**src/rtl/i2c_pkg.sv**
```systemverilog
// Shared definitions for the I2C register slave.
// Contents: FSM state encodings (also exported on the debug state port),
// byte/pointer widths, and the wrapping register-pointer increment.
package i2c_pkg;

   localparam int BITS_PER_BYTE = 8;
   localparam int PTR_W         = 4;

   // Index of the last bit in a byte, sized to the bit counter.
   localparam logic [2:0] LAST_BIT = 3'(BITS_PER_BYTE - 1);

   localparam logic [2:0] ST_IDLE      = 3'd0;
   localparam logic [2:0] ST_ADDR      = 3'd1;
   localparam logic [2:0] ST_ADDR_ACK  = 3'd2;
   localparam logic [2:0] ST_WRITE     = 3'd3;
   localparam logic [2:0] ST_WRITE_ACK = 3'd4;
   localparam logic [2:0] ST_READ      = 3'd5;
   localparam logic [2:0] ST_READ_ACK  = 3'd6;

   typedef enum logic [2:0] {
      IDLE      = ST_IDLE,
      ADDR      = ST_ADDR,
      ADDR_ACK  = ST_ADDR_ACK,
      WRITE     = ST_WRITE,
      WRITE_ACK = ST_WRITE_ACK,
      READ      = ST_READ,
      READ_ACK  = ST_READ_ACK
   } state_t;

   // Advance the register pointer, wrapping from num_regs-1 back to 0.
   function automatic logic [PTR_W-1:0] ptr_inc(input logic [PTR_W-1:0] p,
                                                 input int num_regs);
      if (p == PTR_W'(num_regs - 1)) return '0;
      else                           return p + 1'b1;
   endfunction

endpackage

```
**src/rtl/i2c_line_sync.sv**
```systemverilog
// Input conditioning for one I2C pad line.
// Two-flop synchronizer (flops reset to 1 = idle bus), optional 3-sample
// majority filter, and single-cycle rise/fall detection.
// Optional feature macro: I2C_GLITCH_FILTER_EN (adds the majority filter,
// rejects 1-clk spikes, event latency 5 clk instead of 3 clk).
// Ports:
//   clk, rst  : fabric clock, async active-high reset
//   i_line    : raw pad input
//   o_level   : conditioned line level
//   o_rise    : one-cycle pulse on a conditioned rising edge
//   o_fall    : one-cycle pulse on a conditioned falling edge
module i2c_line_sync (
   input  logic clk,
   input  logic rst,
   input  logic i_line,
   output logic o_level,
   output logic o_rise,
   output logic o_fall
);

   logic r_meta;
   logic r_sync;
   logic r_prev;
   logic w_level;

   always_ff @(posedge clk or posedge rst) begin
      if (rst) begin
         r_meta <= 1'b1;
         r_sync <= 1'b1;
      end else begin
         r_meta <= i_line;
         r_sync <= r_meta;
      end
   end

`ifdef I2C_GLITCH_FILTER_EN
   logic [2:0] r_win;

   always_ff @(posedge clk or posedge rst) begin
      if (rst) r_win <= 3'b111;
      else     r_win <= {r_win[1:0], r_sync};
   end

   // Two of the last three samples must agree, so a lone 1-clk sample is lost.
   assign w_level = (r_win[0] & r_win[1]) | (r_win[0] & r_win[2]) |
                    (r_win[1] & r_win[2]);
`else
   assign w_level = r_sync;
`endif

   always_ff @(posedge clk or posedge rst) begin
      if (rst) r_prev <= 1'b1;
      else     r_prev <= w_level;
   end

   assign o_level = w_level;
   assign o_rise  = w_level & ~r_prev;
   assign o_fall  = ~w_level & r_prev;

endmodule

```
**src/rtl/i2c_reg_slave.sv**
```systemverilog
// I2C slave with a byte-wide, host-writable register file.
// Write: address/W, pointer byte, then auto-incrementing data bytes.
// Read:  address/R, bytes auto-increment from the current pointer.
// Repeated START supported. SDA is open-drain via sda_oe.
// Optional feature macro: I2C_GLITCH_FILTER_EN (forwarded to i2c_line_sync).
// Ports:
//   clk, rst : fabric clock, async active-high reset
//   scl      : raw SCL pad input
//   sda_in   : raw SDA pad input
//   sda_oe   : 1 = pull SDA low
//   reg_q    : register file, reg i at [8i+7:8i]
//   wr_stb   : one-cycle pulse when a register is written
//   wr_idx   : index of the written register (valid with wr_stb)
//   state    : current FSM state (debug)
//   busy     : high from a detected START until a detected STOP
module i2c_reg_slave
   import i2c_pkg::*;
#(
   parameter logic [6:0] I2C_ADDR = 7'h24,
   parameter int         NUM_REGS = 4
) (
   input  logic                  clk,
   input  logic                  rst,
   input  logic                  scl,
   input  logic                  sda_in,
   output logic                  sda_oe,
   output logic [NUM_REGS*8-1:0] reg_q,
   output logic                  wr_stb,
   output logic [3:0]            wr_idx,
   output logic [2:0]            state,
   output logic                  busy
);

   logic w_scl_level, w_scl_rise, w_scl_fall;
   logic w_sda_level, w_sda_rise, w_sda_fall;
   logic w_start, w_stop;

   i2c_line_sync u_scl_sync (
      .clk     (clk),
      .rst     (rst),
      .i_line  (scl),
      .o_level (w_scl_level),
      .o_rise  (w_scl_rise),
      .o_fall  (w_scl_fall)
   );

   i2c_line_sync u_sda_sync (
      .clk     (clk),
      .rst     (rst),
      .i_line  (sda_in),
      .o_level (w_sda_level),
      .o_rise  (w_sda_rise),
      .o_fall  (w_sda_fall)
   );

   // Both lines share the same pipeline depth, so SCL level is coherent with SDA edges.
   assign w_start = w_sda_fall & w_scl_level;
   assign w_stop  = w_sda_rise & w_scl_level;

   state_t                r_state, w_state;
   logic [2:0]            r_bit_cnt, w_bit_cnt;
   logic [7:0]            r_shift, w_shift;
   logic [7:0]            r_tx, w_tx;
   logic [PTR_W-1:0]      r_ptr, w_ptr;
   logic                  r_ptr_loaded, w_ptr_loaded;
   logic                  r_drop, w_drop;
   logic                  r_ack, w_ack;
   logic                  r_ack_on, w_ack_on;   // ACK bit currently being driven
   logic                  r_rw, w_rw;
   logic                  r_sda_oe, w_sda_oe;
   logic                  r_busy, w_busy;
   logic [NUM_REGS*8-1:0] r_regs, w_regs;
   logic                  r_wr_stb, w_wr_stb;
   logic [3:0]            r_wr_idx, w_wr_idx;

   logic [7:0]            w_byte;
   logic [7:0]            w_cur_byte;
   logic [7:0]            w_next_byte;
   logic [PTR_W-1:0]      w_ptr_inc;

   assign w_byte      = {r_shift[6:0], w_sda_level};
   assign w_ptr_inc   = ptr_inc(r_ptr, NUM_REGS);
   assign w_cur_byte  = r_regs[{r_ptr, 3'b000} +: 8];
   assign w_next_byte = r_regs[{w_ptr_inc, 3'b000} +: 8];

   always_ff @(posedge clk or posedge rst) begin
      if (rst) begin
         r_state      <= IDLE;
         r_bit_cnt    <= '0;
         r_shift      <= '0;
         r_tx         <= '0;
         r_ptr        <= '0;
         r_ptr_loaded <= 1'b0;
         r_drop       <= 1'b0;
         r_ack        <= 1'b0;
         r_ack_on     <= 1'b0;
         r_rw         <= 1'b0;
         r_sda_oe     <= 1'b0;
         r_busy       <= 1'b0;
         r_regs       <= '0;
         r_wr_stb     <= 1'b0;
         r_wr_idx     <= '0;
      end else begin
         r_state      <= w_state;
         r_bit_cnt    <= w_bit_cnt;
         r_shift      <= w_shift;
         r_tx         <= w_tx;
         r_ptr        <= w_ptr;
         r_ptr_loaded <= w_ptr_loaded;
         r_drop       <= w_drop;
         r_ack        <= w_ack;
         r_ack_on     <= w_ack_on;
         r_rw         <= w_rw;
         r_sda_oe     <= w_sda_oe;
         r_busy       <= w_busy;
         r_regs       <= w_regs;
         r_wr_stb     <= w_wr_stb;
         r_wr_idx     <= w_wr_idx;
      end
   end

   always_comb begin
      w_state      = r_state;
      w_bit_cnt    = r_bit_cnt;
      w_shift      = r_shift;
      w_tx         = r_tx;
      w_ptr        = r_ptr;
      w_ptr_loaded = r_ptr_loaded;
      w_drop       = r_drop;
      w_ack        = r_ack;
      w_ack_on     = r_ack_on;
      w_rw         = r_rw;
      w_sda_oe     = r_sda_oe;
      w_busy       = r_busy;
      w_regs       = r_regs;
      w_wr_stb     = 1'b0;
      w_wr_idx     = r_wr_idx;

      // START/STOP outrank any bit event seen in the same cycle.
      if (w_start) begin
         w_state      = ADDR;
         w_bit_cnt    = '0;
         w_ptr_loaded = 1'b0;
         w_drop       = 1'b0;
         w_ack_on     = 1'b0;
         w_sda_oe     = 1'b0;
         w_busy       = 1'b1;
      end else if (w_stop) begin
         w_state  = IDLE;
         w_drop   = 1'b0;
         w_ack_on = 1'b0;
         w_sda_oe = 1'b0;
         w_busy   = 1'b0;
      end else begin
         case (r_state)
            IDLE: ;
            ADDR: begin
               if (w_scl_rise) begin
                  w_shift = w_byte;
                  if (r_bit_cnt == LAST_BIT) begin
                     w_bit_cnt = '0;
                     w_rw      = w_sda_level;
                     w_ack_on  = 1'b0;
                     w_state   = (w_byte[7:1] == I2C_ADDR) ? ADDR_ACK : IDLE;
                  end else begin
                     w_bit_cnt = r_bit_cnt + 1'b1;
                  end
               end
            end
            ADDR_ACK: begin
               // First fall starts the ACK bit, second fall ends it.
               if (w_scl_fall) begin
                  if (!r_ack_on) begin
                     w_sda_oe = 1'b1;
                     w_ack_on = 1'b1;
                  end else begin
                     w_ack_on  = 1'b0;
                     w_bit_cnt = '0;
                     if (r_rw) begin
                        w_state  = READ;
                        w_tx     = w_cur_byte;
                        w_sda_oe = ~w_cur_byte[7];
                     end else begin
                        w_state  = WRITE;
                        w_sda_oe = 1'b0;
                     end
                  end
               end
            end
            WRITE: begin
               if (w_scl_rise) begin
                  w_shift = w_byte;
                  if (r_bit_cnt == LAST_BIT) begin
                     w_bit_cnt = '0;
                     w_ack_on  = 1'b0;
                     w_state   = WRITE_ACK;
                     if (r_drop) begin
                        w_ack = 1'b0;
                     end else if (!r_ptr_loaded) begin
                        if (w_byte < 8'(NUM_REGS)) begin
                           w_ptr        = w_byte[PTR_W-1:0];
                           w_ptr_loaded = 1'b1;
                           w_ack        = 1'b1;
                        end else begin
                           w_drop = 1'b1;
                           w_ack  = 1'b0;
                        end
                     end else begin
                        w_regs[{r_ptr, 3'b000} +: 8] = w_byte;
                        w_wr_stb = 1'b1;
                        w_wr_idx = r_ptr;
                        w_ack    = 1'b1;
                        w_ptr    = w_ptr_inc;
                     end
                  end else begin
                     w_bit_cnt = r_bit_cnt + 1'b1;
                  end
               end
            end
            WRITE_ACK: begin
               if (w_scl_fall) begin
                  if (!r_ack_on) begin
                     w_sda_oe = r_ack;
                     w_ack_on = 1'b1;
                  end else begin
                     w_sda_oe = 1'b0;
                     w_ack_on = 1'b0;
                     w_state  = WRITE;
                  end
               end
            end
            READ: begin
               // Bit 7 was presented on entry; each fall moves to the next bit.
               if (w_scl_fall) begin
                  if (r_bit_cnt == LAST_BIT) begin
                     w_sda_oe = 1'b0;
                     w_state  = READ_ACK;
                  end else begin
                     w_bit_cnt = r_bit_cnt + 1'b1;
                     w_tx      = {r_tx[6:0], 1'b0};
                     w_sda_oe  = ~r_tx[6];
                  end
               end
            end
            READ_ACK: begin
               if (w_scl_rise) begin
                  w_ptr = w_ptr_inc;
                  if (w_sda_level) w_state = IDLE;
                  else             w_tx    = w_next_byte;
               end else if (w_scl_fall) begin
                  w_state   = READ;
                  w_bit_cnt = '0;
                  w_sda_oe  = ~r_tx[7];
               end
            end
            default: w_state = IDLE;
         endcase
      end
   end

   assign sda_oe = r_sda_oe;
   assign reg_q  = r_regs;
   assign wr_stb = r_wr_stb;
   assign wr_idx = r_wr_idx;
   assign state  = r_state;
   assign busy   = r_busy;

endmodule

```
**config.mk**
```make
export PLATFORM = sky130hd
export DESIGN_NAME = i2c_reg_slave
export DESIGN_NICKNAME = d
export VERILOG_FILES = /design/src/rtl/i2c_pkg.sv /design/src/rtl/i2c_line_sync.sv /design/src/rtl/i2c_reg_slave.sv
export SDC_FILE = /design/constraint.sdc
export NUM_CORES = 1
export LEC_CHECK = 0
export CAP_MARGIN = 15
export CORE_MARGIN = 2
export CORE_UTILIZATION = 60
export DETAILED_ROUTE_END_ITERATION = 10
export PLACE_DENSITY = 0.85
export SYNTH_ARGS = -nofsm -noshare
export SYNTH_HDL_FRONTEND = slang
export SYNTH_HIERARCHICAL = 1
export SYNTH_SLANG_ARGS = --single-unit
```
**constraint.sdc**
```tcl
create_clock -name clk -period 4.39 [get_ports clk]
set_input_delay 0.439 -clock clk [delete_from_list [all_inputs] [get_ports clk]]
set_output_delay 0.439 -clock clk [all_outputs]
set_load 0.05 [all_outputs]
```
==> flow_summary.yaml <==
floorplan:
  fp.dieH_um: 86.97
  ios: 46
  die-area_um2: 7563
  placementRows: 30
  initial_utilization: 0.6147
  core_area_um2: 6719
  die_x_um: 86.97
power_and_ir_drop:
  p_total_mw: 1.460
  ir_worst_vdd_uv: 152.4
  power_density_nw_per_um2: 302.3
  p_leak_nw: 2.027
sta:
  period_share: 0.7453
  finalCriticalPeriod_ns: 3.272
  fin_skew_ns: 0.01268
  max_freq_mhz: 305.6
  fin_ws_ns: 1.118
  setup_tns_ns: 0
  setup_viol: 0
  worstMarginPinSlew_ns: 1.081
  max-slew-margin-rel: 0.2790
  grt_setup_unrepaired: "false"
  finalMaxSlewViolations: 0
  final-hold-violation-count: 0
synthesis:
  yosys.area.top_type_share: 0.4181
  ys_warn_count: 6
  synth_area_leaders: "dfrtp_1 (42%), nand2_1 (6.2%), mux2_2 (6.0%)"
  synth_seq_cells: 75
  synthesis.nets: 433
  seq_area_frac_synth: 0.4562
  avgSynthCellArea_um2: 9.718
  synth_cells: 425
  syn-cell-area_um2: 4130
  synthFlopType: "dfrtp_1"
  ys_types: 64
  synth_edf_count: 0
  synthArstFlopShare: 1.000
  synth.largest_area_cell: "dfrtp_1"
place:
  dp_slack_ns: 1.250
  place_area_um2: 4567
  port_buffers: 45
  finalWeightedCongestion: 0.9227
  dpl.hpwl_mm: 7.317
setup_path:
  endpoint_kind: "flop"
  crit_path_top_delay_cell: "or4b_1"
  path_cells: "nor2b_1 -> nand3b_4 -> or4_4 -> or4b_1 -> nand2_1 -> o21ai_2"
  cp-start-kind: "flop"
  required_ns: 4.60
  crit_path_max_incr_delay_ns: 0.77
  path_class: "flop to flop"
  cp_data_arrival_time_ns: 3.48
  rr_worst_depth: 6
  worstPathMaxFanout: 16
layout:
  seqCellArea_um2: 1884
  design_area_um2: 4828
  multi_input_area_um2: 2068
  nets: 465
  drive_gt1_frac: 0.1450
  layout_commonest_cell: "dfrtp_1"
  final_cell_mix: "dfrtp_1 (69), nand2_1 (68), clkdlybuf4s50_1 (45)"
  fill_cells: 485
  antenna_cells: 0
  fin_util: 0.7186
  syn_to_final_growth_pct: 16.90
clocking:
  cts_buffers: 9
  clock_latency_ns: 0.35
  htree_levels: 3
  cts_resized: 0
  cts.clk_slew.worst_paths_ns: 0.08
  cts-hold-fix-buffers: 0
  cts_setup_buffers: 0
  cts-root-buf: "clkbuf_8"
  cts_buffer_depth: 2
  clock_sink_count: 75
  cts_tree: "yes"
grt:
  globalRoute.totalOverflow: 0
  antenna_found_initial: 0
  grt_max_degree: 52
  grt.total_usage: 0.3016
  grt_pass1_wl_mm: 17.31
  grt_pass1_vias: 3365
detailed_routing:
  via_count: 3513
  wl_per_cell_um: 19.78
  wirelength_mm: 10.72
  ant_nets: 0
  vias_per_cell: 6.482
  drc: 0
  dr.pass1.iters: 8
  first_iter_violations: 268
outcome:
  status: "complete, no violations"
worst_hold_path:
  hold_path_class: "flop to flop"
  hold_depth: 0
flow_run:
  cap_violations: 0
[worst max-delay path, delay by kind of cell (launching register included)]
family,cells,cell delay (ns)
compound gates,1,0.07
flops,1,0.60
simple gates,5,2.47
[worst paths after layout]
check                                              from                            to  slack (ns)
min reg2reg                 u_sda_sync/r_meta$_DFF_PP1_  u_sda_sync/o_level$_DFF_PP1_        0.35
max in group asynchronous                           rst         reg_q[19]$_DFFE_PP0P_        3.14
min                         u_sda_sync/r_meta$_DFF_PP1_  u_sda_sync/o_level$_DFF_PP1_        0.35
max                        u_scl_sync/o_level$_DFF_PP1_         reg_q[16]$_DFFE_PP0P_        1.12
min in group asynchronous                           rst              r_rw$_DFFE_PP0P_        0.41
max reg2reg                u_scl_sync/o_level$_DFF_PP1_         reg_q[16]$_DFFE_PP0P_        1.12
[power by group]
group	leakage [nW]	switching (mW)	internal [mW]
registers	1.02	0.0328	0.707
clock network	0.123	0.250	0.392
logic	0.881	0.0492	0.0301
total	2.03	0.332	1.13
[cells in the mapped netlist (3+ instances only)]
library cell  number
dfrtp_1           69
nand2_1           68
o21ai_0           38
nor2_1            28
mux2_2            22
clkbuf_1          18
a31oi_1           14
a21oi_1           12
inv_1             12
mux2i_1           11
mux4_2             8
a22oi_1            7
nor2b_1            7
dfstp_2            6
nor3_1             6
o211ai_1           6
o21ai_1            6
nand3_1            5
nor3b_1            5
buf_2              4
ha_1               4
nand4_1            4
o31ai_1            4
and3b_1            3
nand2b_1           3
o2111ai_1          3
o22ai_1            3
o31a_1             3
xor2_1             3
[flip-flops by register name, indices dropped and copies added (netlist names)]
signal,count
u_scl_sync/o_level,1
u_scl_sync/r_meta,1
r_tx,8
r_shift,7
wr_stb,1
u_sda_sync/r_prev,1
r_ack,1
r_rw,1
reg_q,32
u_sda_sync/o_level,1
r_bit_cnt,3
wr_idx,4
state,3
sda_oe,1
u_sda_sync/r_meta,1
r_ptr_loaded,1
r_ptr,4
busy,1
r_drop,1
r_ack_on,1
u_scl_sync/r_prev,1
[final cells by class]
cell class                      count  share of cell area
Clock inverter                      5             0.02073
Multi-Input combinational cell    310              0.4283
Tap cell                           80             0.02073
Clock buffer                       11             0.02928
Timing Repair Buffer               48              0.1005
Sequential cell                    75              0.3903
Inverter                           13             0.01011
[per-stage QoR]
stage | hold WS (ns) | cells
after floorplan | 0.3452 | 425
after global placement | 0.3460 | 525
after detailed placement | 0.3468 | 525
after CTS | 0.3471 | 541
after global routing | 0.3495 | 542
final | 0.3463 | 542
[routing by layer]
metal | up-vias | global-route usage | routed length, um
met5 | - | 0 | 0
met4 | 0 | 0.1520 | 325
met3 | 32 | 0.06161 | 772
met2 | 177 | 0.4573 | 5108
met1 | 1704 | 0.4126 | 4517
li1 | 1600 | - | -
[kinds of logic after synthesis]
logic type / after synthesis / synth area share
flip-flops: 75 / 0.4562
XOR/XNOR: 5 / 0.01060
AO/OA/AOI/OAI: 114 / 0.1760
multiplexers: 41 / 0.1303
buffers and inverters: 40 / 0.04301
AND/OR/NAND/NOR: 146 / 0.1718
adder cells (fa/ha/maj): 4 / 0.01212
No activity file was read; power rests on OpenSTA's default activity.
